==> config.mk <==
export PLATFORM = sky130hd
export DESIGN_NAME = parity_cycle_ctl
export DESIGN_NICKNAME = d
export VERILOG_FILES = /design/src/rtl/parity_cycle_ctl.sv
export SDC_FILE = /design/constraint.sdc
export NUM_CORES = 1
export LEC_CHECK = 0
export ABC_AREA = 0
export CAP_MARGIN = 20
export CORE_ASPECT_RATIO = 0.6
export CORE_MARGIN = 2
export CORE_UTILIZATION = 40
export CTS_CLUSTER_SIZE = 12
export DETAILED_ROUTE_END_ITERATION = 6
export PLACE_DENSITY_LB_ADDON = 0.25
export SKIP_CTS_REPAIR_TIMING = 1
export SYNTH_ARGS = -nofsm -noshare
export SYNTH_HDL_FRONTEND = slang
export SYNTH_SLANG_ARGS = --single-unit
export TNS_END_PERCENT = 1
==> constraint.sdc <==
create_clock -name CLOCK -period 1.9 [get_ports CLOCK]
set_input_delay 0.19 -clock CLOCK [delete_from_list [all_inputs] [get_ports CLOCK]]
set_output_delay 0.19 -clock CLOCK [all_outputs]
set_load 0.005 [all_outputs]
==> src/rtl/parity_cycle_ctl.sv <==
`default_nettype none
// ============================================================================
// Module      : parity_cycle_ctl
// Description : Memory-cycle sequencer for the parity/S-register datapath.
//               Accepts one read or write request at a time and drives the
//               memory port through address/read/restore/write phases.
//               Writes carry a generated odd-parity bit on G16; reads are
//               parity-checked, with a sticky alarm and a saturating error
//               count. Erasable locations are read destructively, so every
//               erasable read is followed by an automatic restore write.
// Ports       : CLOCK, rst              - clock, synchronous active-high reset
//               REQ, RD, ADDR, WDATA    - requester side, held until DONE
//               MONPAR, ALARM_CLR       - parity test mode, alarm clear
//               MEM_ACK, MEM_RDATA      - memory phase completion / read word
//               MEM_REQ, MEM_WE,
//               MEM_ADDR, MEM_WDATA     - memory phase request
//               BUSY, DONE, RDATA,
//               PAR_ERR, WERR, TMO      - completion status (pulses with DONE)
//               PALE, PERR_CNT          - sticky alarm, saturating error count
// Revision    : 1.0 - initial release
// ============================================================================
module parity_cycle_ctl #(
    parameter int         TMO_CYC  = 15,
    parameter logic [1:0] EB_LIMIT = 2'b00
) (
    input  logic        CLOCK,
    input  logic        rst,
    input  logic        REQ,
    input  logic        RD,
    input  logic [11:0] ADDR,
    input  logic [14:0] WDATA,
    input  logic        MONPAR,
    input  logic        ALARM_CLR,
    input  logic        MEM_ACK,
    input  logic [15:0] MEM_RDATA,
    output logic        MEM_REQ,
    output logic        MEM_WE,
    output logic [11:0] MEM_ADDR,
    output logic [15:0] MEM_WDATA,
    output logic        BUSY,
    output logic        DONE,
    output logic [14:0] RDATA,
    output logic        PAR_ERR,
    output logic        WERR,
    output logic        TMO,
    output logic        PALE,
    output logic [3:0]  PERR_CNT
);

    localparam logic [2:0] c_st_idle = 3'd0;
    localparam logic [2:0] c_st_rdp  = 3'd1;
    localparam logic [2:0] c_st_chk  = 3'd2;
    localparam logic [2:0] c_st_rstr = 3'd3;
    localparam logic [2:0] c_st_wrp  = 3'd4;
    localparam logic [2:0] c_st_fin  = 3'd5;

    // The phase is abandoned on the edge where the wait counter would reach
    // TMO_CYC, unless MEM_ACK is present in that same cycle.
    localparam logic [3:0] c_tmo_last = 4'(TMO_CYC - 1);
    localparam logic [3:0] c_cnt_max  = 4'hF;

    logic [2:0]  r_state;
    logic [11:0] r_addr;
    logic [15:0] r_word;      // write word on writes, latched read word on reads
    logic [14:0] r_rdata;
    logic [3:0]  r_tcnt;
    logic        r_perr_flag;
    logic        r_werr_flag;
    logic        r_tmo_flag;
    logic        r_pale;
    logic [3:0]  r_perr_cnt;

    logic        w_req_erasable;
    logic        w_addr_erasable;
    logic        w_tmo_hit;
    logic        w_bad_parity;

    assign w_req_erasable  = (ADDR[11:10] == EB_LIMIT);
    assign w_addr_erasable = (r_addr[11:10] == EB_LIMIT);
    assign w_tmo_hit       = !MEM_ACK && (r_tcnt == c_tmo_last);
    // Odd parity over all 16 bits: a good word XORs to 1.
    assign w_bad_parity    = (r_state == c_st_chk) && !(^r_word);

    // ------------------------------------------------------------------------
    // Sequencer
    // ------------------------------------------------------------------------
    always_ff @(posedge CLOCK) begin
        if (rst) begin
            r_state     <= c_st_idle;
            r_addr      <= 12'd0;
            r_word      <= 16'd0;
            r_rdata     <= 15'd0;
            r_tcnt      <= 4'd0;
            r_perr_flag <= 1'b0;
            r_werr_flag <= 1'b0;
            r_tmo_flag  <= 1'b0;
        end else begin
            case (r_state)
                c_st_idle: begin
                    if (REQ) begin
                        r_perr_flag <= 1'b0;
                        r_werr_flag <= 1'b0;
                        r_tmo_flag  <= 1'b0;
                        r_rdata     <= 15'd0;
                        r_tcnt      <= 4'd0;
                        if (RD) begin
                            r_addr  <= ADDR;
                            r_state <= c_st_rdp;
                        end else if (w_req_erasable) begin
                            r_addr  <= ADDR;
                            r_word  <= {~(^WDATA) ^ MONPAR, WDATA};
                            r_state <= c_st_wrp;
                        end else begin
                            // Fixed memory is read-only: reject without a cycle.
                            r_werr_flag <= 1'b1;
                            r_state     <= c_st_fin;
                        end
                    end
                end

                c_st_rdp: begin
                    if (MEM_ACK) begin
                        r_word  <= MEM_RDATA;
                        r_rdata <= MEM_RDATA[14:0];
                        r_state <= c_st_chk;
                    end else if (w_tmo_hit) begin
                        r_tmo_flag <= 1'b1;
                        r_rdata    <= 15'd0;
                        r_state    <= c_st_fin;
                    end else begin
                        r_tcnt <= r_tcnt + 4'd1;
                    end
                end

                c_st_chk: begin
                    if (w_bad_parity) begin
                        r_perr_flag <= 1'b1;
                    end
                    r_tcnt  <= 4'd0;
                    r_state <= w_addr_erasable ? c_st_rstr : c_st_fin;
                end

                c_st_rstr, c_st_wrp: begin
                    if (MEM_ACK) begin
                        r_state <= c_st_fin;
                    end else if (w_tmo_hit) begin
                        r_tmo_flag <= 1'b1;
                        r_rdata    <= 15'd0;
                        r_state    <= c_st_fin;
                    end else begin
                        r_tcnt <= r_tcnt + 4'd1;
                    end
                end

                c_st_fin: begin
                    r_state <= c_st_idle;
                end

                default: begin
                    r_state <= c_st_idle;
                end
            endcase
        end
    end

    // ------------------------------------------------------------------------
    // Parity alarm and saturating error count (a new failure beats a clear)
    // ------------------------------------------------------------------------
    always_ff @(posedge CLOCK) begin
        if (rst) begin
            r_pale     <= 1'b0;
            r_perr_cnt <= 4'd0;
        end else begin
            if (w_bad_parity) begin
                r_pale <= 1'b1;
            end else if (ALARM_CLR) begin
                r_pale <= 1'b0;
            end
            if (w_bad_parity && (r_perr_cnt != c_cnt_max)) begin
                r_perr_cnt <= r_perr_cnt + 4'd1;
            end
        end
    end

    // ------------------------------------------------------------------------
    // Outputs: registers or decodes of registered state only
    // ------------------------------------------------------------------------
    assign MEM_REQ   = (r_state == c_st_rdp) || (r_state == c_st_rstr) ||
                       (r_state == c_st_wrp);
    assign MEM_WE    = (r_state == c_st_rstr) || (r_state == c_st_wrp);
    assign MEM_ADDR  = r_addr;
    // Restores write back the latched word untouched, bad parity included.
    assign MEM_WDATA = r_word;
    assign BUSY      = (r_state != c_st_idle);
    assign DONE      = (r_state == c_st_fin);
    assign RDATA     = r_rdata;
    assign PAR_ERR   = DONE && r_perr_flag;
    assign WERR      = DONE && r_werr_flag;
    assign TMO       = DONE && r_tmo_flag;
    assign PALE      = r_pale;
    assign PERR_CNT  = r_perr_cnt;

endmodule
`default_nettype wire
==> results.json <==
{
  "fp.coreArea_mm2": 0.00673,
  "clkSinkCount": 58,
  "wl_per_cell_um": 15.4,
  "skew_ps": 7.99,
  "syn_inst": 327,
  "total_power_mw": 4.58,
  "arrival_ps": 1710,
  "n_antenna_cell": 0,
  "start_util_pct": 41.8,
  "finalMaxSlewViolations": 0,
  "drcViolationCount": 0,
  "pwr-share-comb_pct": 32.8,
  "critical_path_class": "register to output port",
  "period_needed_ps": 1900,
  "grt_max_degree": 42,
  "critPathRequiredTime_ps": 1710,
  "cts.path.max_buffers": 2,
  "grt_overflow": 0,
  "crit_path_start_kind": "register",
  "cts_buffers": 9,
  "synth-seq-cells": 58,
  "worst_pin_slew_ps": 516,
  "finalHoldViolCount": 0,
  "grt_pass1_wl_um": 12500,
  "power_density_mw_per_mm2": 1060,
  "ys.flop_type": "dfxtp_1",
  "cap_violations": 0,
  "status": "finished with violations",
  "htree_levels": 3,
  "slew_headroom_pct": 65.5,
  "io_pins": 105,
  "die_area_mm2": 0.00775,
  "antenna_found_initial": 0,
  "setup_ws_ps": -4.25,
  "clockRootBuffer": "clkbuf_16",
  "wirelength_um": 8090,
  "rsz0062_at_grt": "true",
  "vias": 2692,
  "cts_tree": "yes",
  "die_x_um": 112,
  "synth_most_common_cell": "nor2_1",
  "synth_area_mm2": 0.00282,
  "ant_nets": 0,
  "vdd_drop_max_uv": 580,
  "dpl_worst_slack_ps": -86.6,
  "pwr-share-clk_pct": 35.3,
  "setup_violations": 1,
  "end_kind": "output port",
  "fin_nets": 488,
  "ys_seq_area_share_pct": 41.2,
  "yosys.cell_types.count": 41,
  "clk_latency_ps": 330,
  "p_sw_share_pct": 31.4,
  "place.port_buffers": 104,
  "ys_top_cells_by_area": "dfxtp_1 41%, xnor2_1 8.7%, nor2_1 7.9%, a311oi_1 5.0%, mux2i_1 4.6%",
  "period_share_pct": 100,
  "hold_class": "primary input to register",
  "dp_hpwl_um": 6100,
  "violations": "setup timing",
  "synth_common_cells": "59 x nor2_1, 58 x dfxtp_1, 29 x nand2_1",
  "synth_edf_count": 0,
  "fp-row-count": 23,
  "instances_no_fill": 527,
  "internal_power_mw": 3.14,
  "dpl.cell_count": 511,
  "first_global_vias": 2485,
  "async_flop_share_pct": 0,
  "drt_iter0_drc": 140,
  "cellLeakagePower_nw": 1.63,
  "die_h_um": 69.0,
  "switchingPower_mw": 1.44,
  "grt_usage_pct": 21.2,
  "via_per_inst": 5.11,
  "pwr-share-seq_pct": 31.9,
  "synth_area_per_cell_um2": 8.61,
  "crit_fanout": 9,
  "clk_pin_slew_ps": 50,
  "yosys_warnings": 0,
  "synth_fp_nets": 380,
  "place_congestion": 0.900,
  "drive_above_1_share_pct": 11.4,
  "first_pass_iters": 4,
  "fmax_mhz": 525,
  "synthToLayoutAreaGrowth_pct": 53.6,
  "synth_top_cell_by_area": "dfxtp_1",
  "synth_top_area_share_pct": 41.2
}
-- cell families (layout without fill, tap and decap cells) --
kind of cell,count (synthesis),after routing,synth area share [%]
AO/OA/AOI/OAI,72,72,18.5
adder cells (fa/ha/maj),3,3,1.33
AND/OR/NAND/NOR,116,116,17.9
multiplexers,15,15,5.42
buffers and inverters,30,143,5.37
flip-flops,58,58,41.2
XOR/XNOR,33,33,10.3
-- through the flow --
stage               TNS (ps)  hold slack (ps)  utilization [%]  instance area [um^2]
finish                 -4.25              239             64.2                  4330
global route           -47.8              271             64.2                  4330
CTS                     -583              226             63.7                  4290
detailed placement      -621              465             59.2                  3990
global placement           0              454             59.2                  3990
floorplan                  0              334                -                  2820
-- cell type report --
type | count | area (um^2)
multi-input cells | 239 | 1530
repair buffers | 121 | 1190
clock buffers | 9 | 225
fillers | 570 | 2410
flip-flops and latches | 58 | 1170
clock inverters | 7 | 77.6
inverters | 6 | 22.5
well taps | 87 | 109
-- cells in the final DEF, fill, tap and decap left out, drive strengths merged, types with 4 or more instances in the layout --
cell / Yosys / routed
a22oi: 15 / 15
clkdlybuf4s50: 0 / 101
inv: 6 / 8
nor2: 59 / 59
nand2: 29 / 29
dfxtp: 58 / 58
a311oi: 17 / 17
clkbuf: 12 / 9
a21oi: 9 / 9
o21ai: 21 / 21
xor2: 5 / 5
mux2i: 13 / 13
and2: 4 / 4
clkinvlp: 0 / 4
xnor2: 28 / 28
buf: 12 / 18
nor3: 6 / 6
nand3: 4 / 4
-- power by group through the flow --
stage          logic (mW)  clock network, mW  registers, mW
3_5_place_dp         1.47                  0           1.48
5_1_grt              1.64               1.70           1.48
3_3_place_gp         1.45                  0           1.47
4_1_cts              1.48               1.65           1.45
2_1_floorplan       0.879                  0           1.45
6_report             1.50               1.62           1.46
-- routing by layer --
layer | share of wire, % | global-route usage, % | up-vias | routed length, um
met3 | 8.0 | 8.48 | 10 | 645
met1 | 51 | 29.2 | 1231 | 4100
met5 | 0 | 0 | - | 0
met4 | 1.3 | 8.08 | 0 | 108
li1 | - | - | 1350 | -
met2 | 40 | 29.4 | 101 | 3240
-- state kept, by name, summed over array words and instances (netlist names), 3 cells and up --
signal,cells
MEM_ADDR,12
MEM_WDATA,16
PERR_CNT,4
RDATA,15
r_state,3
r_tcnt,4
-- critical path, stage by stage, from the launching register on --
cell	delay, ps
dfxtp_4	390
or3b_4	420
nand2_4	90
clkdlybuf4s50_1	490
-- worst paths after layout --
kind	start	endpoint	slack, ps	cells past startpoint
min	rst	PALE$_SDFFE_PP0P_	240	2
max	r_state[2]$_SDFFE_PP0N_	MEM_REQ	-4	3
min reg2reg	r_tmo_flag$_SDFFE_PP0P_	r_tmo_flag$_SDFFE_PP0P_	460	2
max reg2reg	r_tcnt[0]$_SDFFE_PP0P_	RDATA[5]$_SDFFE_PP0P_	130	9
Power figures use the tool's default switching activity.
